`config.mk`:
```
export PLATFORM = sky130hd
export DESIGN_NAME = ili9341_view_scheduler
export DESIGN_NICKNAME = d
export VERILOG_FILES = /design/src/rtl/ili9341_view_scheduler.sv
export SDC_FILE = /design/constraint.sdc
export NUM_CORES = 1
export LEC_CHECK = 0
export CORE_MARGIN = 5
export CORE_UTILIZATION = 65
export CTS_CLUSTER_DIAMETER = 200
export DETAILED_ROUTE_END_ITERATION = 8
export PLACE_DENSITY = 0.84
export SLEW_MARGIN = 20
export SYNTH_ARGS = -nofsm -noshare
export SYNTH_HDL_FRONTEND = slang
export SYNTH_SLANG_ARGS = --single-unit
export TNS_END_PERCENT = 30
```
`constraint.sdc`:
```
create_clock -name clk_out -period 8.1 [get_ports clk_out]
set_input_delay 2.025 -clock clk_out [delete_from_list [all_inputs] [get_ports clk_out]]
set_output_delay 2.025 -clock clk_out [all_outputs]
set_load 0.01 [all_outputs]
```
`src/rtl/ili9341_view_scheduler.sv`:
```
// ili9341_view_scheduler
//
// Chooses the sprite code (visua) shown by the ILI9341 top. Pet-condition
// requests are rotated round-robin, and each granted image stays on screen for
// DWELL_FRAMES completed frames. The death request (LOCK_IDX) latches the
// MUERTO image until reset. Every decision is taken on a frame boundary, so a
// frame is never torn.
//
// Optional feature macro: ILI9341_VIEW_SCHED_WATCHDOG_EN
//   When defined, a missing frame boundary for TIMEOUT_CYC cycles forces a
//   decision tick and raises stall. When undefined, stall is constant 0.
//
// Ports:
//   clk_out      in   display-domain clock
//   rst          in   synchronous reset, active-low
//   req          in   [NUM_REQ] level requests, bit i asks for image i+1
//   frame_done   in   frame-complete level, high between frames
//   visua        out  [4] selected image code, 0 = IDLE image
//   switch_pulse out  one-cycle pulse in the first cycle visua shows a new value
//   locked       out  high once the LOCK_IDX image is latched
//   stall        out  watchdog flag
//   state_dbg    out  [2] FSM state (0 IDLE, 1 SHOW, 2 LOCK)
//
// Handshake: there is no valid/ready pair. frame_done is a level; its rising
// edge is the only event that can change the selection, and req is sampled in
// that cycle only.
`timescale 1ns/1ps
module ili9341_view_scheduler #(
    parameter int NUM_REQ      = 13,
    parameter int DWELL_FRAMES = 4,
    parameter int LOCK_IDX     = 12,
    parameter int TIMEOUT_CYC  = 2000000
) (
    input  logic               clk_out,
    input  logic               rst,
    input  logic [NUM_REQ-1:0] req,
    input  logic               frame_done,
    output logic [3:0]         visua,
    output logic               switch_pulse,
    output logic               locked,
    output logic               stall,
    output logic [1:0]         state_dbg
);

    localparam int PTR_W = (NUM_REQ > 1) ? $clog2(NUM_REQ) : 1;
    localparam int DW_W  = $clog2(DWELL_FRAMES) + 1;

    typedef enum logic [1:0] {
        S_IDLE = 2'd0,
        S_SHOW = 2'd1,
        S_LOCK = 2'd2
    } state_t;

    state_t             state_q, state_d;
    logic [PTR_W-1:0]   rr_ptr_q, rr_ptr_d;
    logic [DW_W-1:0]    dwell_q, dwell_d;
    logic [3:0]         visua_q, visua_d;
    logic               pulse_q, pulse_d;
    logic               locked_q, locked_d;
    logic               frame_done_q;

    logic               frame_tick;
    logic               tick;
    logic [NUM_REQ-1:0] req_other;
    logic               lock_req;
    logic               any_other;
    logic               cur_req;
    logic               dwell_done;
    logic [PTR_W:0]     cand;
    logic               win_found;
    logic [PTR_W-1:0]   win_idx;

    assign frame_tick = frame_done & ~frame_done_q;

    // The lock request never takes part in the rotation.
    assign req_other  = req & ~(NUM_REQ'(1) << LOCK_IDX);
    assign lock_req   = req[LOCK_IDX];
    assign any_other  = |req_other;
    assign cur_req    = req[rr_ptr_q];
    assign dwell_done = (dwell_q == DW_W'(DWELL_FRAMES - 1));

    // Round-robin search starting one past the last winner. The wrap is an
    // explicit subtract because NUM_REQ is not a power of two.
    always_comb begin
        win_found = 1'b0;
        win_idx   = rr_ptr_q;
        cand      = '0;
        for (int k = 0; k < NUM_REQ; k++) begin
            cand = {1'b0, rr_ptr_q} + (PTR_W + 1)'(k + 1);
            if (cand >= (PTR_W + 1)'(NUM_REQ)) begin
                cand = cand - (PTR_W + 1)'(NUM_REQ);
            end
            if (!win_found && req_other[cand[PTR_W-1:0]]) begin
                win_found = 1'b1;
                win_idx   = cand[PTR_W-1:0];
            end
        end
    end

`ifdef ILI9341_VIEW_SCHED_WATCHDOG_EN
    localparam int WD_W = (TIMEOUT_CYC > 2) ? $clog2(TIMEOUT_CYC) : 1;

    logic [WD_W-1:0] wd_cnt_q, wd_cnt_d;
    logic            wd_tick_q, wd_tick_d;
    logic            stall_q, stall_d;

    // Counts cycles since the last genuine boundary; on expiry the following
    // cycle is run as a synthetic tick.
    always_comb begin
        wd_cnt_d  = wd_cnt_q + WD_W'(1);
        wd_tick_d = 1'b0;
        if (state_q == S_LOCK || frame_tick) begin
            wd_cnt_d = '0;
        end else if (wd_cnt_q == WD_W'(TIMEOUT_CYC - 1)) begin
            wd_cnt_d  = '0;
            wd_tick_d = 1'b1;
        end
    end

    always_comb begin
        stall_d = stall_q;
        if (state_d == S_LOCK || frame_tick) begin
            stall_d = 1'b0;
        end else if (wd_tick_q) begin
            stall_d = 1'b1;
        end
    end

    always_ff @(posedge clk_out) begin
        if (!rst) begin
            wd_cnt_q  <= '0;
            wd_tick_q <= 1'b0;
            stall_q   <= 1'b0;
        end else begin
            wd_cnt_q  <= wd_cnt_d;
            wd_tick_q <= wd_tick_d;
            stall_q   <= stall_d;
        end
    end

    assign tick  = frame_tick | wd_tick_q;
    assign stall = stall_q;
`else
    assign tick  = frame_tick;
    // Watchdog absent: TIMEOUT_CYC is positive, so stall is constant 0.
    assign stall = (TIMEOUT_CYC == 0);
`endif

    // State register
    always_ff @(posedge clk_out) begin
        if (!rst) begin
            state_q <= S_IDLE;
        end else begin
            state_q <= state_d;
        end
    end

    // Next-state logic
    always_comb begin
        state_d = state_q;
        case (state_q)
            S_IDLE: begin
                if (tick) begin
                    if (lock_req)       state_d = S_LOCK;
                    else if (any_other) state_d = S_SHOW;
                end
            end
            S_SHOW: begin
                if (tick) begin
                    if (lock_req)        state_d = S_LOCK;
                    else if (!any_other) state_d = S_IDLE;
                end
            end
            S_LOCK:  state_d = S_LOCK;
            default: state_d = S_IDLE;
        endcase
    end

    // Output / datapath logic
    always_comb begin
        visua_d  = visua_q;
        rr_ptr_d = rr_ptr_q;
        dwell_d  = dwell_q;
        locked_d = locked_q;
        case (state_q)
            S_IDLE: begin
                if (tick) begin
                    if (lock_req) begin
                        visua_d  = 4'(LOCK_IDX + 1);
                        locked_d = 1'b1;
                    end else if (any_other) begin
                        visua_d  = 4'(win_idx) + 4'd1;
                        rr_ptr_d = win_idx;
                        dwell_d  = '0;
                    end
                end
            end
            S_SHOW: begin
                if (tick) begin
                    if (lock_req) begin
                        visua_d  = 4'(LOCK_IDX + 1);
                        locked_d = 1'b1;
                    end else if (!any_other) begin
                        visua_d = 4'd0;
                    end else if (!cur_req || dwell_done) begin
                        // A lone request re-wins itself, leaving visua unchanged.
                        visua_d  = 4'(win_idx) + 4'd1;
                        rr_ptr_d = win_idx;
                        dwell_d  = '0;
                    end else begin
                        dwell_d = dwell_q + DW_W'(1);
                    end
                end
            end
            S_LOCK: begin
                visua_d  = 4'(LOCK_IDX + 1);
                locked_d = 1'b1;
            end
            default: visua_d = 4'd0;
        endcase
        pulse_d = (visua_d != visua_q);
    end

    always_ff @(posedge clk_out) begin
        if (!rst) begin
            rr_ptr_q     <= PTR_W'(NUM_REQ - 1);
            dwell_q      <= '0;
            visua_q      <= 4'd0;
            pulse_q      <= 1'b0;
            locked_q     <= 1'b0;
            frame_done_q <= 1'b0;
        end else begin
            rr_ptr_q     <= rr_ptr_d;
            dwell_q      <= dwell_d;
            visua_q      <= visua_d;
            pulse_q      <= pulse_d;
            locked_q     <= locked_d;
            frame_done_q <= frame_done;
        end
    end

    assign visua        = visua_q;
    assign switch_pulse = pulse_q;
    assign locked       = locked_q;
    assign state_dbg    = state_q;

endmodule
```
# ---- Word level (Yosys, flattened, before mapping)
# Cells that the tools add are included.
dict set report word_totals {
  output_inout_bits 9
  in_bits 16
  reg_bits 16
  word_cells 214
}
dict set report classes {
  n_eq_ne 15
  magnitude_cmp 27
  muxes 100
  addsub 28
  bitwise_logic 2
  reduce_logical 35
}
# cell n
set ops {}
lappend ops {{$mux W4} 40}
lappend ops {{$lt A4 B5 Y1 const B} 14}
lappend ops {{$ge A5 B4 Y1 const B} 13}
lappend ops {{$bmux W1 S4} 14}
lappend ops {{$sub A4 B4 Y4 const B} 13}
lappend ops {{$add A4 B4 Y5 const B} 6}
lappend ops {{$mux W1} 28}
lappend ops {{$mux W3} 7}
lappend ops {{$add A4 B3 Y5 const B} 4}
lappend ops {{$ne A2 B2 Y1 const B} 7}
lappend ops {{$logic_not A1 Y1} 13}
lappend ops {{$logic_and A1 B1 Y1} 12}
lappend ops {{$mux W2} 6}
lappend ops {{$pmux W4 S3} 1}
lappend ops {{$reduce_or A12 Y1} 1}
lappend ops {{$add A4 B2 Y5 const B} 2}
lappend ops {{$pmux W4 S2} 1}
lappend ops {{$reduce_and A8 Y1} 1}
lappend ops {{$reduce_and A7 Y1} 1}
lappend ops {{$ne A3 B3 Y1 const B} 2}
lappend ops {{$pmux W2 S3} 1}
lappend ops {{$pmux W3 S2} 1}
lappend ops {{$add A4 B1 Y5 const B} 1}
lappend ops {{$add A4 B1 Y4 const B} 1}
lappend ops {{other kinds (15)} 17}

# ---- Longest topological paths before layout
dict set report depth {
  depth_word 49
  depth_mapped 35
  mapped_depth_nobuf 24
}

# ---- Worst setup path before layout
# Ideal clock, no wire load.
dict set report synth_timing {
  kind {input -> register}
  startpoint {in req[9]}
  endpoint {reg pulse_q, in the netlist switch_pulse}
  path_slack_ns 1.815
  arrival_ns 6.156
  path_buffers 1
  cell_stages 22
  cell_sequence {clkbuf_1 mux2i_1 mux2i_1 or4_1 and4_4 o211a_4 or4_4 nor4_4 nand4_4 nand2b_1 nor3_1 a21oi_1 a31oi_1 ha_1 a21oi_1 o22ai_1 nand2b_1 a21oi_1 nand2_1 mux2i_1 nor4_1 a31oi_1}
}
dict set report synth_between {
  elab_chain_cells 46
}
# item line_no
set synth_rtl {}
lappend synth_rtl {{start: declaration} 36} ;# input logic [NUM_REQ-1:0] req,
lappend synth_rtl {{$bmux W1 S4} 93} ;# if (!win_found && req_other[cand[PTR_W-1:0]]) begin
lappend synth_rtl {{$mux W1 (implied by the code)} 93}
lappend synth_rtl {{$mux W1} 93}
lappend synth_rtl {{$logic_not A1 Y1} 93}
lappend synth_rtl {{$logic_and A1 B1 Y1} 93}
lappend synth_rtl {{$mux W1} 93}
lappend synth_rtl {{$logic_not A1 Y1} 93}
lappend synth_rtl {{$logic_and A1 B1 Y1} 93}
lappend synth_rtl {{[30 not listed]} -}
lappend synth_rtl {{$mux W4} 93}
lappend synth_rtl {{$add A4 B1 Y4} {192, 207}}
lappend synth_rtl {{$mux W4} 205} ;# end else if (!cur_req || dwell_done) begin
lappend synth_rtl {{$mux W4} 203} ;# end else if (!any_other) begin
lappend synth_rtl {{$mux W4} 200} ;# if (lock_req) begin
lappend synth_rtl {{$mux W4} 199} ;# if (tick) begin
lappend synth_rtl {{$pmux W4 S3 (*)} 185} ;# case (state_q)
lappend synth_rtl {{$ne A4 B4 Y1 (*)} 221} ;# pulse_d = (visua_d != visua_q);
lappend synth_rtl {{end signal: assignment} 236} ;# pulse_q <= pulse_d;
lappend synth_rtl {{end: declaration} 58} ;# logic pulse_q, pulse_d;
# Mark *: on every way between the ends. The rest lies on a longest branch, timed or not. The select of a mux whose other input is x is not followed.
# A chain may end at the register's enable or synchronous reset.

# ---- Worst setup path in the final report
dict set report layout_timing {
  startpoint {in req[8]}
  endpoint {reg pulse_q, in the netlist switch_pulse}
}
# The elaborated chain is that of the path after synthesis.

==> results.yml <==
run_status:
  status: "finished clean"
cts:
  worstSkewPairLatency_ps: 250
  htreeDepth: 1
  post_cts.resized_instances: 0
  path_clk_slew_ps: 60
  cts_root_buffer: "clkbuf_8"
  tritoncts: "built"
  max-clock-path-buffers: 2
  clock_sinks: 16
  inserted_clock_buffers: 3
  cts.repair_timing.setup_buffer_count: 0
  cts.hold.buffers_added: 0
sta:
  setup-violations-final: 0
  maxSlewViolCount: 0
  final.period_utilization_pct: 89.3
  fin_crit_ps: 7230
  largest_clock_skew_in_the_final_design_ps: 1.43
  setup_total_negative_slack_ps: 0
  hold_viol_final: 0
  max_slew_margin_pct: 25.7
  fmax_ghz: 0.138
  rsz0062_at_grt: "no"
  worstMarginPinSlew_ps: 1110
floorplan:
  floorplan.initialDensity_pct: 65.9
  rows: 38
  core_area_mm2: 0.0107
  floorplan.io_pins: 25
  die-width_um: 114
  design.die.area_mm2: 0.0131
  die_height_um: 114
placed_design:
  finalWeightedCongestion: 1.06
  dpl.cell_count: 1130
  place_hpwl_mm: 22.0
  io_buffers: 23
worst_setup_path:
  path_max_fanout: 10
  worstSetupStartpoint: "req[8]"
  critPathLaunchType: "input pin"
  critical_path.reg2reg.endpoint: "switch_pulse"
  reg2regPathDepth: 22
  timing_worst_setup_path_type: "input pin to flip-flop"
  critPathArrivalTime_ps: 7350
  cp-endpoint: "switch_pulse"
  worst_setup_path_end_kind: "flip-flop"
  critical_path_required_ps: 8220
  r2r_setup_slack_ps: 920
  timing.rr.start: "rr_ptr_q[2]"
synthesis:
  synth-seq-area-share_pct: 4.52
  synth-seq-cells: 16
  netlist_top_cells_count: "95 x nor2_1, 90 x nand2_1, 73 x a21oi_1, 66 x o21ai_0, 46 x mux2i_1"
  netlist.area_leader.share_pct: 6.50
  synth_area_mm2: 0.00708
  synth_fp_nets: 1068
  yosys_warnings: 0
  synth-edff-count: 0
  ys_async_sr_fraction_pct: 0
  synth_cells: 1031
  synth.area.top_cells: "mux2i_1 6.5%, a21oi_1 5.2%, nor2_1 5.0%, nand2_1 4.8%, o21ai_0 4.7%"
  postSynth.topFlopCell: "dfxtp_1"
  netlist.top_cell.by_area: "mux2i_1"
  synth.lib_cells_used.distinct: 112
  synthesized_area_divided_by_synthesized_cell_count_um2: 6.87
  most_instantiated_library_cell_after_synthesis: "nor2_1"
drt:
  drtIter0Drc: 1878
  drcViolationCount: 0
  totalWireLength_mm: 29.9
  antenna_left: 0
  drt_first_pass_iters: 7
  via_count: 9031
  drt-vias-per-instance: 7.96
  routedWlPerCell_um: 26.3
final_layout:
  signed_area_change_from_the_synthesized_netlist_to_the_final_layout_pct: 3.39
  nets: 1032
  num_antenna_cells: 0
  drive_gt1_share_pct: 11.3
  final-instance-count-excl-fill: 1134
global_route:
  grt.met2_usage_pct: 66.1
  first_pass_grt_wire_length_mm: 46.4
  grt_start_max_net_pins: 74
  met3_usage_pct: 11.9
  grt_overflow_total: 0
  gr_util_met1_pct: 59.1
  track_usage_pct: 44.7
  number_of_global_route_vias_before_repair: 8167
  antenna_found_initial: 1
  grt_busiest_layer: "met2"
job:
  drv_cap: 0
hold_path:
  min-delay-path-class: "flip-flop to flip-flop"
## logic make-up (layout without fill, tap and decap cells)
logic type / count (synthesis) / after routing / synth area share, %
AND/OR/NAND/NOR: 393 / 393 / 29.4
AO/OA/AOI/OAI: 382 / 382 / 39.2
buffers and inverters: 119 / 82 / 7.81
multiplexers: 74 / 74 / 12.2
XOR/XNOR: 25 / 25 / 3.09
adder cells (fa/ha/maj): 21 / 21 / 3.71
flip-flops: 16 / 16 / 4.52
other: 1 / 1 / 0.0530
## layout by cell type, fill, tap and decap left out, types with 20 or more instances in the layout
master,netlist,layout
o21ai_0,66,66
nor2_1,95,95
nor3_1,26,26
buf_4,4,30
xnor2_1,21,21
nand2_1,90,90
inv_1,22,22
mux2i_1,46,46
clkdlybuf4s50_1,0,23
nand3_1,28,28
a21oi_1,73,73
a211oi_1,25,25
ha_1,21,20
## critical path, stage by stage
cell and delay [ps]:
clkdlybuf4s50_1 650, mux2i_1 240, mux2i_1 130, or4_1 540, and4_4 230, o211a_4 280, or4_4 580, nor4_4 470
nand2_1 200, nor2_1 180, nand2_1 60, a21oi_1 280, a31oi_1 100, ha_1 330, mux2i_1 70, o22ai_1 170
nand2b_1 80, a21oi_1 270, mux2i_1 130, nor4_1 220, a31oi_1 130
## cell type report
| type | instances | area (µm²) |
|---|---|---|
| tap | 140 | 175 |
| timing repair buffer | 53 | 455 |
| sequential | 16 | 325 |
| fill | 941 | 3420 |
| inverter | 25 | 93.8 |
| clock buffer | 4 | 55.1 |
| multi-input combinational | 896 | 6220 |
## sequential cells by signal, indices dropped and copies added (netlist names)
name,flops
rr_ptr_q,4
dwell_q,3
visua,4
frame_done_q,1
state_dbg,2
locked,1
switch_pulse,1
## worst min path at each step
stage	cells after the start	start	slack (ps)	endpoint
2_1_floorplan	2	dwell_q[1]	460	dwell_q[1]
4_1_cts	2	locked	500	locked
3_3_place_gp	2	locked	460	locked
3_5_place_dp	2	locked	480	locked
6_report	2	locked	490	locked
5_1_grt	2	locked	530	locked
## through the flow
stage          hold WS [ps]  util [%]  area, µm²  setup slack (ps)
2_1_floorplan           465         -       7080              1810
3_3_place_gp            461      67.6       7270               946
3_5_place_dp            481      67.6       7270               795
4_1_cts                 499      68.1       7320              1030
5_1_grt                 526      68.1       7320               608
6_report                493      68.1       7320               871
## metal layers
metal  part of all wire, %  routed length, µm  vias up
met5                 0.064                 19        -
met4                   7.6               2280        2
met1                    37              11100     4095
met3                    15               4460      213
li1                      -                  -     3895
met2                    40              12000      826
Power of run 1 is not shown: default switching activity piles up to over one toggle a cycle in this logic, so the estimate is an artifact.
